## src/rtl/sc_regbank_if.sv

```systemverilog
// Bus bundle for the general-register bank: commit/op/write controls, the two
// read ports and the status flags. The master side drives ops, the slave is the bank.
interface sc_regbank_if #(
  parameter int DATAWIDTH_BUS = 32,
  parameter int ADDR_WIDTH    = 3
);
  logic                     SC_RegBANK_load_InLow;
  logic [2:0]               SC_RegBANK_op_InBus;
  logic [ADDR_WIDTH-1:0]    SC_RegBANK_wraddr_InBus;
  logic [DATAWIDTH_BUS-1:0] SC_RegBANK_data_InBus;
  logic [ADDR_WIDTH-1:0]    SC_RegBANK_rdaddrA_InBus;
  logic [ADDR_WIDTH-1:0]    SC_RegBANK_rdaddrB_InBus;
  logic [DATAWIDTH_BUS-1:0] SC_RegBANK_dataA_OutBus;
  logic [DATAWIDTH_BUS-1:0] SC_RegBANK_dataB_OutBus;
  logic                     SC_RegBANK_busy_Out;
  logic                     SC_RegBANK_zero_Out;
  logic                     SC_RegBANK_carry_Out;
  logic                     SC_RegBANK_negative_Out;

  modport master (
    output SC_RegBANK_load_InLow, SC_RegBANK_op_InBus, SC_RegBANK_wraddr_InBus,
           SC_RegBANK_data_InBus, SC_RegBANK_rdaddrA_InBus, SC_RegBANK_rdaddrB_InBus,
    input  SC_RegBANK_dataA_OutBus, SC_RegBANK_dataB_OutBus, SC_RegBANK_busy_Out,
           SC_RegBANK_zero_Out, SC_RegBANK_carry_Out, SC_RegBANK_negative_Out
  );

  modport slave (
    input  SC_RegBANK_load_InLow, SC_RegBANK_op_InBus, SC_RegBANK_wraddr_InBus,
           SC_RegBANK_data_InBus, SC_RegBANK_rdaddrA_InBus, SC_RegBANK_rdaddrB_InBus,
    output SC_RegBANK_dataA_OutBus, SC_RegBANK_dataB_OutBus, SC_RegBANK_busy_Out,
           SC_RegBANK_zero_Out, SC_RegBANK_carry_Out, SC_RegBANK_negative_Out
  );
endinterface

```

## src/rtl/sc_regbank.sv

```systemverilog
// General-register bank: NUM_REGS registers with a local ALU write port, a
// multi-cycle clear-all sequencer and registered flags. Optional macro
// SC_REGBANK_BYPASS_EN forwards the committing result onto matching read ports.
module sc_regbank #(
  parameter int DATAWIDTH_BUS = 32,
  parameter int NUM_REGS      = 8,
  parameter int ADDR_WIDTH    = 3
) (
  input  logic        SC_RegBANK_CLOCK_50,
  input  logic        SC_RegBANK_RESET_InHigh,
  sc_regbank_if.slave regBus
);

  localparam logic [2:0] OP_LOAD   = 3'b000;
  localparam logic [2:0] OP_INC    = 3'b001;
  localparam logic [2:0] OP_DEC    = 3'b010;
  localparam logic [2:0] OP_SHL    = 3'b011;
  localparam logic [2:0] OP_SHR    = 3'b100;
  localparam logic [2:0] OP_CLR    = 3'b101;
  localparam logic [2:0] OP_CLRALL = 3'b110;

  localparam logic [ADDR_WIDTH:0]   NumRegsW = (ADDR_WIDTH+1)'(NUM_REGS);
  localparam logic [ADDR_WIDTH-1:0] LastIdx  = ADDR_WIDTH'(NUM_REGS-1);

  typedef enum logic {ST_IDLE, ST_CLEARING} state_t;

  state_t                            state_reg, state_next;
  logic [ADDR_WIDTH-1:0]             clearIndex_reg;
  logic [NUM_REGS-1:0][DATAWIDTH_BUS-1:0] regView;
  logic [DATAWIDTH_BUS-1:0]          oldVal, aluResult;
  logic                              aluCarry;
  logic                              inRange, writeEn, startClear, clearing, clearDone;
  logic                              zero_reg, carry_reg, negative_reg;

  wire clk  = SC_RegBANK_CLOCK_50;
  wire srst = SC_RegBANK_RESET_InHigh;

  // Commit qualification: only IDLE accepts ops; out-of-range targets still start CLRALL.
  assign inRange    = ({1'b0, regBus.SC_RegBANK_wraddr_InBus} < NumRegsW);
  assign writeEn    = (state_reg == ST_IDLE) && !regBus.SC_RegBANK_load_InLow &&
                      (regBus.SC_RegBANK_op_InBus <= OP_CLR) && inRange;
  assign startClear = (state_reg == ST_IDLE) && !regBus.SC_RegBANK_load_InLow &&
                      (regBus.SC_RegBANK_op_InBus == OP_CLRALL);
  assign clearDone  = clearing && (clearIndex_reg == LastIdx);

  function automatic logic [DATAWIDTH_BUS-1:0] selectReg(
    input logic [ADDR_WIDTH-1:0]                 addr,
    input logic [NUM_REGS-1:0][DATAWIDTH_BUS-1:0] view
  );
    logic [DATAWIDTH_BUS-1:0] value;
    value = '0;
    for (int i = 0; i < NUM_REGS; i++) begin
      if (addr == ADDR_WIDTH'(i)) value = view[i];
    end
    return value;
  endfunction

  always_comb begin
    oldVal = selectReg(regBus.SC_RegBANK_wraddr_InBus, regView);
  end

  always_comb begin
    aluResult = oldVal;
    aluCarry  = 1'b0;
    case (regBus.SC_RegBANK_op_InBus)
      OP_LOAD: aluResult = regBus.SC_RegBANK_data_InBus;
      OP_INC:  {aluCarry, aluResult} = {1'b0, oldVal} + (DATAWIDTH_BUS+1)'(1);
      OP_DEC: begin
        aluResult = oldVal - DATAWIDTH_BUS'(1);
        aluCarry  = (oldVal == '0);
      end
      OP_SHL:  {aluCarry, aluResult} = {oldVal, 1'b0};
      OP_SHR:  {aluResult, aluCarry} = {1'b0, oldVal};
      OP_CLR:  aluResult = '0;
      default: aluResult = oldVal;
    endcase
  end

  genvar gi;
  generate
    for (gi = 0; gi < NUM_REGS; gi++) begin : gen_reg
      localparam logic [ADDR_WIDTH-1:0] Idx = ADDR_WIDTH'(gi);
      logic [DATAWIDTH_BUS-1:0] value_reg;

      always_ff @(posedge clk) begin
        if (srst) begin
          value_reg <= '0;
        end else if (clearing && (clearIndex_reg == Idx)) begin
          value_reg <= '0;
        end else if (writeEn && (regBus.SC_RegBANK_wraddr_InBus == Idx)) begin
          value_reg <= aluResult;
        end
      end

      assign regView[gi] = value_reg;
    end
  endgenerate

  // FSM: state register
  always_ff @(posedge clk) begin
    if (srst) state_reg <= ST_IDLE;
    else      state_reg <= state_next;
  end

  // FSM: next state
  always_comb begin
    state_next = state_reg;
    case (state_reg)
      ST_IDLE:     if (startClear) state_next = ST_CLEARING;
      ST_CLEARING: if (clearIndex_reg == LastIdx) state_next = ST_IDLE;
      default:     state_next = ST_IDLE;
    endcase
  end

  // FSM: outputs
  always_comb begin
    clearing                   = (state_reg == ST_CLEARING);
    regBus.SC_RegBANK_busy_Out = (state_reg == ST_CLEARING);
  end

  always_ff @(posedge clk) begin
    if (srst || !clearing || clearDone) clearIndex_reg <= '0;
    else                                 clearIndex_reg <= clearIndex_reg + 1'b1;
  end

  always_ff @(posedge clk) begin
    if (srst || clearDone) begin
      zero_reg     <= 1'b1;
      carry_reg    <= 1'b0;
      negative_reg <= 1'b0;
    end else if (writeEn) begin
      zero_reg     <= (aluResult == '0);
      carry_reg    <= aluCarry;
      negative_reg <= aluResult[DATAWIDTH_BUS-1];
    end
  end

  assign regBus.SC_RegBANK_zero_Out     = zero_reg;
  assign regBus.SC_RegBANK_carry_Out    = carry_reg;
  assign regBus.SC_RegBANK_negative_Out = negative_reg;

`ifdef SC_REGBANK_BYPASS_EN
  // Write-through: a read of the register being committed sees the new value now.
  assign regBus.SC_RegBANK_dataA_OutBus =
    (writeEn && (regBus.SC_RegBANK_rdaddrA_InBus == regBus.SC_RegBANK_wraddr_InBus))
      ? aluResult : selectReg(regBus.SC_RegBANK_rdaddrA_InBus, regView);
  assign regBus.SC_RegBANK_dataB_OutBus =
    (writeEn && (regBus.SC_RegBANK_rdaddrB_InBus == regBus.SC_RegBANK_wraddr_InBus))
      ? aluResult : selectReg(regBus.SC_RegBANK_rdaddrB_InBus, regView);
`else
  assign regBus.SC_RegBANK_dataA_OutBus = selectReg(regBus.SC_RegBANK_rdaddrA_InBus, regView);
  assign regBus.SC_RegBANK_dataB_OutBus = selectReg(regBus.SC_RegBANK_rdaddrB_InBus, regView);
`endif

endmodule

```

## src/flat_wrapper.sv

```systemverilog
// flat-port wrapper written by rule: the top's interface ports become plain ports
module sc_regbank_flat 
#(
  parameter int DATAWIDTH_BUS = 32,
  parameter int NUM_REGS      = 8,
  parameter int ADDR_WIDTH    = 3
)
  (SC_RegBANK_CLOCK_50, SC_RegBANK_RESET_InHigh, regBus_SC_RegBANK_load_InLow, regBus_SC_RegBANK_op_InBus, regBus_SC_RegBANK_wraddr_InBus, regBus_SC_RegBANK_data_InBus, regBus_SC_RegBANK_rdaddrA_InBus, regBus_SC_RegBANK_rdaddrB_InBus, regBus_SC_RegBANK_dataA_OutBus, regBus_SC_RegBANK_dataB_OutBus, regBus_SC_RegBANK_busy_Out, regBus_SC_RegBANK_zero_Out, regBus_SC_RegBANK_carry_Out, regBus_SC_RegBANK_negative_Out);
  sc_regbank_if #(.DATAWIDTH_BUS(DATAWIDTH_BUS), .ADDR_WIDTH(ADDR_WIDTH)) regBus_i ();
  input  logic SC_RegBANK_CLOCK_50;
  input  logic SC_RegBANK_RESET_InHigh;
  input wire logic [$bits(regBus_i.SC_RegBANK_load_InLow)-1:0] regBus_SC_RegBANK_load_InLow;
  input wire logic [$bits(regBus_i.SC_RegBANK_op_InBus)-1:0] regBus_SC_RegBANK_op_InBus;
  input wire logic [$bits(regBus_i.SC_RegBANK_wraddr_InBus)-1:0] regBus_SC_RegBANK_wraddr_InBus;
  input wire logic [$bits(regBus_i.SC_RegBANK_data_InBus)-1:0] regBus_SC_RegBANK_data_InBus;
  input wire logic [$bits(regBus_i.SC_RegBANK_rdaddrA_InBus)-1:0] regBus_SC_RegBANK_rdaddrA_InBus;
  input wire logic [$bits(regBus_i.SC_RegBANK_rdaddrB_InBus)-1:0] regBus_SC_RegBANK_rdaddrB_InBus;
  output wire logic [$bits(regBus_i.SC_RegBANK_dataA_OutBus)-1:0] regBus_SC_RegBANK_dataA_OutBus;
  output wire logic [$bits(regBus_i.SC_RegBANK_dataB_OutBus)-1:0] regBus_SC_RegBANK_dataB_OutBus;
  output wire logic [$bits(regBus_i.SC_RegBANK_busy_Out)-1:0] regBus_SC_RegBANK_busy_Out;
  output wire logic [$bits(regBus_i.SC_RegBANK_zero_Out)-1:0] regBus_SC_RegBANK_zero_Out;
  output wire logic [$bits(regBus_i.SC_RegBANK_carry_Out)-1:0] regBus_SC_RegBANK_carry_Out;
  output wire logic [$bits(regBus_i.SC_RegBANK_negative_Out)-1:0] regBus_SC_RegBANK_negative_Out;
  assign regBus_i.SC_RegBANK_load_InLow = regBus_SC_RegBANK_load_InLow;
  assign regBus_i.SC_RegBANK_op_InBus = regBus_SC_RegBANK_op_InBus;
  assign regBus_i.SC_RegBANK_wraddr_InBus = regBus_SC_RegBANK_wraddr_InBus;
  assign regBus_i.SC_RegBANK_data_InBus = regBus_SC_RegBANK_data_InBus;
  assign regBus_i.SC_RegBANK_rdaddrA_InBus = regBus_SC_RegBANK_rdaddrA_InBus;
  assign regBus_i.SC_RegBANK_rdaddrB_InBus = regBus_SC_RegBANK_rdaddrB_InBus;
  assign regBus_SC_RegBANK_dataA_OutBus = regBus_i.SC_RegBANK_dataA_OutBus;
  assign regBus_SC_RegBANK_dataB_OutBus = regBus_i.SC_RegBANK_dataB_OutBus;
  assign regBus_SC_RegBANK_busy_Out = regBus_i.SC_RegBANK_busy_Out;
  assign regBus_SC_RegBANK_zero_Out = regBus_i.SC_RegBANK_zero_Out;
  assign regBus_SC_RegBANK_carry_Out = regBus_i.SC_RegBANK_carry_Out;
  assign regBus_SC_RegBANK_negative_Out = regBus_i.SC_RegBANK_negative_Out;
  sc_regbank #(.DATAWIDTH_BUS(DATAWIDTH_BUS), .NUM_REGS(NUM_REGS), .ADDR_WIDTH(ADDR_WIDTH)) u_core (.SC_RegBANK_CLOCK_50(SC_RegBANK_CLOCK_50), .SC_RegBANK_RESET_InHigh(SC_RegBANK_RESET_InHigh), .regBus(regBus_i));
endmodule
```

## config.mk

```make
export PLATFORM = sky130hd
export DESIGN_NAME = sc_regbank_flat
export DESIGN_NICKNAME = d
export VERILOG_FILES = /design/src/rtl/sc_regbank_if.sv /design/src/rtl/sc_regbank.sv /design/src/flat_wrapper.sv
export SDC_FILE = /design/constraint.sdc
export NUM_CORES = 1
export LEC_CHECK = 0
export CORE_UTILIZATION = 42
export DETAILED_ROUTE_END_ITERATION = 16
export PLACE_DENSITY_LB_ADDON = 0.05
export SYNTH_ARGS = -nofsm -noshare
export SYNTH_HDL_FRONTEND = slang
export SYNTH_SLANG_ARGS = --single-unit
```

## constraint.sdc

```tcl
create_clock -name SC_RegBANK_CLOCK_50 -period 13.2 [get_ports SC_RegBANK_CLOCK_50]
set_clock_uncertainty 0.05 [all_clocks]
set_input_delay 2.64 -clock SC_RegBANK_CLOCK_50 [delete_from_list [all_inputs] [get_ports SC_RegBANK_CLOCK_50]]
set_output_delay 2.64 -clock SC_RegBANK_CLOCK_50 [all_outputs]
set_load 0.02 [all_outputs]
```

======== After elaboration in Yosys (flattened, before gate mapping) ========
Index checks and enable logic that the tools add are counted.
W data, S select, Z words.
storage, ports and cells
  register bits ........................... 263
  input port bits ......................... 47
  output and inout bits ................... 68
  logic and storage cells ................. 120
operators by class
  $add $sub $neg .......................... 3
  magnitude comparators ................... 1
  equal/unequal tests ..................... 34
  mux-type cells .......................... 29
  bitwise operators ....................... 1
  reductions and logical operators ........ 39
operator list
  kind                     count
  $mux W32                 24
  $pmux W32 S6             1
  $logic_not A32 Y1        2
  $eq A3 B3 Y1 const B     19
  $add A32 B1 Y33 const B  1
  $sub A32 B1 Y32 const B  1
  $eq A3 B2 Y1 const B     10
  $logic_and A1 B1 Y1      19
  $reduce_or A2 Y1         8
  $eq A3 B1 Y1 const B     5
  $logic_not A3 Y1         5
  $pmux W1 S4              1
  $add A3 B1 Y3 const B    1
  $le A3 B3 Y1 const B     1
  $logic_or A1 B1 Y1       3
  $logic_not A1 Y1         2
  $mux W1                  2
  $pmux W1 S2              1
  $not A1 Y1               1

======== Longest topological paths before layout ========
  depth in word-level cells ............... 12
  mapped depth ............................ 21
  mapped depth without buffers ............ 14

======== Worst setup path before layout ========
Ideal clock, no wire load.
  path type ............................... input to output
  start point ............................. input regBus_SC_RegBANK_rdaddrA_InBus[0]
  end point ............................... output regBus_SC_RegBANK_dataA_OutBus[22]
  arrival ................................. 4747 ps
  required time ........................... 10510 ps
  setup slack ............................. 5763 ps
  cell stages on the path ................. 7
  path buffers ............................ 4
  cells stage by stage .................... clkbuf_1 > clkbuf_1 > buf_1 > clkbuf_1 > mux2i_1 > o221ai_1 > a221o_1
between the ends
  word-level cells in the longest chain between the ends .. 9
  elaborated cells between the ends (all ways) .. 16
RTL lines
  element                line                RTL
  start, declared        flat_wrapper.sv:16  input wire logic [$bits(regBus_i.SC_RegBANK_rdaddrA_InBus)-1:0] regBus_SC_RegBANK_rdaddrA_InBus;
  $logic_not A3 Y1       sc_regbank.sv:53    if (addr == ADDR_WIDTH'(i)) value = view[i];
  $mux W32 (7 in a row)  sc_regbank.sv:53
  $mux W32 (*)           sc_regbank.sv:53
  end, declared          flat_wrapper.sv:18  output wire logic [$bits(regBus_i.SC_RegBANK_dataA_OutBus)-1:0] regBus_SC_RegBANK_dataA_OutBus;
Mark *: on every way between the ends. The rest lies on a longest branch, timed or not.

======== Worst setup path in the final report ========
Same ends and word-level chain as after synthesis.

==> results.json <==
{
  "hp-start": "u_core.gen_reg[2].value_reg[28]",
  "cp-startpoint": "regBus_SC_RegBANK_rdaddrA_InBus[0]",
  "rsz0062_at_grt": "false",
  "met1_usage_pct": 53.7,
  "largest_reg_flops": 256,
  "post_cts_buffers": 0,
  "grt_max_degree": 63,
  "fmax_ghz": 0.109,
  "fp.dieW_um": 213,
  "grt_usage_pct": 41.1,
  "hold_path_class": "reg2reg",
  "rows": 77,
  "wl_um": 94900,
  "place_area_sq_um": 20300,
  "critPathLaunchType": "input pin",
  "wire_per_inst_um": 30.4,
  "drtAntennaViolNets": 0,
  "fp.dieH_um": 213,
  "ir_drop_v": 0.0000868,
  "required_ns": 10.51,
  "tritoncts": "done",
  "via_per_inst": 6.81,
  "grt_pass1_vias": 19700,
  "period_share_pct": 69.6,
  "core-area_sq_um": 44100,
  "setup_tns_ns": 0,
  "synth_ff_type": "dfxtp_1",
  "final-setup-viol-count": 0,
  "finalHoldViolCount": 0,
  "maxCapViolCount": 0,
  "rrSetupSlack_ns": 8.04,
  "first_pass_iters": 8,
  "slowest_stage": "and2_1",
  "mappedNetlistNets": 2575,
  "grt_overflow": 0,
  "power.leakage_nw": 7.33,
  "io_pins": 115,
  "synth-edff-count": 0,
  "synth_cell_types": 93,
  "initial_core_util_pct": 42.6,
  "postCtsResizedCells": 0,
  "postCtsHoldBufs": 0,
  "worst_pin_slew_ns": 1.35,
  "clock_sinks": 263,
  "slowest_delay_ns": 0.89,
  "synthCells": 2520,
  "grt_use_met3_pct": 8.99,
  "final_common_cell": "nand2_1",
  "area_growth_pct": 13.9,
  "gp_congestion": 0.998,
  "path_class": "in2out",
  "grt_first_pass_wirelength_um": 136000,
  "root_buffer": "clkbuf_16",
  "nets": 2562,
  "layout_common_cells": "438 x nand2_1, 314 x nor2_1, 263 x dfxtp_1",
  "portBuffers": 114,
  "cts_made_buffers": 34,
  "worstPathArrival_ns": 6.50,
  "clock_latency_ns": 0.56,
  "yosysWarnings": 0,
  "drc_errors": 0,
  "drive_gt1_share_pct": 11.3,
  "synth_area_per_cell_sq_um": 7.45,
  "hold_ws_ns": 0.435,
  "yosys.area_share.simple_pct": 23.6,
  "crit_chain": "buf_4, inv_1, nor2_1, and2_1, nand2_1, o221ai_1, a221o_1, clkdlybuf4s50_1",
  "synth-seq-area-share_pct": 28.0,
  "relSlewSlack_pct": 9.20,
  "dr.first_iter.drc_count": 3269,
  "antenna_found_initial": 2,
  "ys_seq_elements": 263,
  "final_util_pct": 48.5,
  "ys_async_sr_fraction_pct": 0,
  "synth_top_family_by_area": "compound AO/OA/AOI/OAI gates",
  "busiest_layer": "met2",
  "slew_violations": 0,
  "syn-cell-area_sq_um": 18800,
  "synthAdderAreaFrac_pct": 0.533,
  "synth-compound-area-share_pct": 27.8,
  "clk_pin_slew_ns": 0.06,
  "stdcell_area_sq_um": 21400,
  "htree_levels": 2,
  "powerDensity_nw_per_um2": 106,
  "clock_path_buffers": 3,
  "dieArea_sq_um": 45600,
  "met2_usage_pct": 63.3,
  "fin_crit_ns": 9.19,
  "muxShareOfSynthArea_pct": 13.0,
  "cp_top_family": "buffers and inverters",
  "path_max_fanout": 31,
  "crit_buf_inv": 3,
  "reg2reg_from": "u_core.gen_reg[4].value_reg[9]",
  "critPathCaptureType": "output pin",
  "hpwl_um": 61300,
  "vias": 21300,
  "status": "complete, no violations",
  "synth_xor_area_share_pct": 0.839
}
[cell usage after synthesis, drive strengths merged (29+ instances only)]
library cell	n	area [sq um]
o221ai	47	412
dfxtp	263	5270
nand2	439	1650
o21ai	96	480
a211oi	125	943
mux4	44	991
mux2i	97	971
a22o	29	254
clkbuf	186	698
nor2	317	1190
a21oi	240	1200
mux2	42	473
buf	60	383
nor3	56	285
a22oi	48	360
[worst register-to-register path, stage by stage, from the launching register on]
cell	delay, ns
dfxtp_1	0.38
mux2i_1	0.10
a22oi_1	0.25
nand3_1	0.51
or4_1	0.84
or4b_1	0.84
nor3_1	0.36
o2bb2ai_1	0.11
o21ai_1	1.04
nor4b_1	0.34
nand4_1	0.13
o21ai_1	0.15
[worst paths after layout]
path	endpoint	depth (start not counted)
worst min-delay path	u_core.gen_reg[2].value_reg[28]	2
worst min register to register	u_core.gen_reg[2].value_reg[28]	2
worst max register to register	u_core.regBus.SC_RegBANK_zero_Out	11
worst max-delay path	regBus_SC_RegBANK_dataA_OutBus[22]	8
[kinds of logic after synthesis]
| group | after synthesis |
|---|---|
| buffers and inverters | 266 |
| adder cells (fa/ha/maj) | 8 |
| AO/OA/AOI/OAI | 774 |
| XOR/XNOR | 18 |
| AND/OR/NAND/NOR | 1008 |
| flip-flops | 263 |
| multiplexers | 183 |
[routing by layer]
layer	wire length [um]	share of wire, %
met1	37000	39
met2	41600	44
met3	11100	12
met4	5100	5.4
met5	9	0.0095
[final cells by class]
cell class	count	area (sq um)
clock inverter	13	126
sequential	263	5270
tap	592	741
timing repair buffer	197	1730
antenna	1	2.50
inverter	20	75.1
multi-input combinational	1991	12500
clock buffer	47	1000
fill	4499	22700
[where the power goes]
part           total (mW)  internal, mW  leakage [nW]  switching (mW)
Combinational       0.485         0.145          4.64           0.340
Sequential          0.832         0.812          2.13          0.0204
Clock               0.958         0.569         0.554           0.388
Total                2.27          1.53          7.33           0.748
[per-stage QoR]
| stage | std cells | power (mW) | setup WS, ns |
|---|---|---|---|
| after floorplan | 2520 | 1.12 | 5.76 |
| after global placement | 3063 | 1.31 | 4.31 |
| after detailed placement | 3063 | 1.31 | 4.31 |
| after CTS | 3123 | 2.26 | 4.29 |
| after global routing | 3123 | 2.33 | 4.08 |
| final | 3124 | 2.27 | 4.01 |
Note: power is estimated with default switching activity, not from simulation.
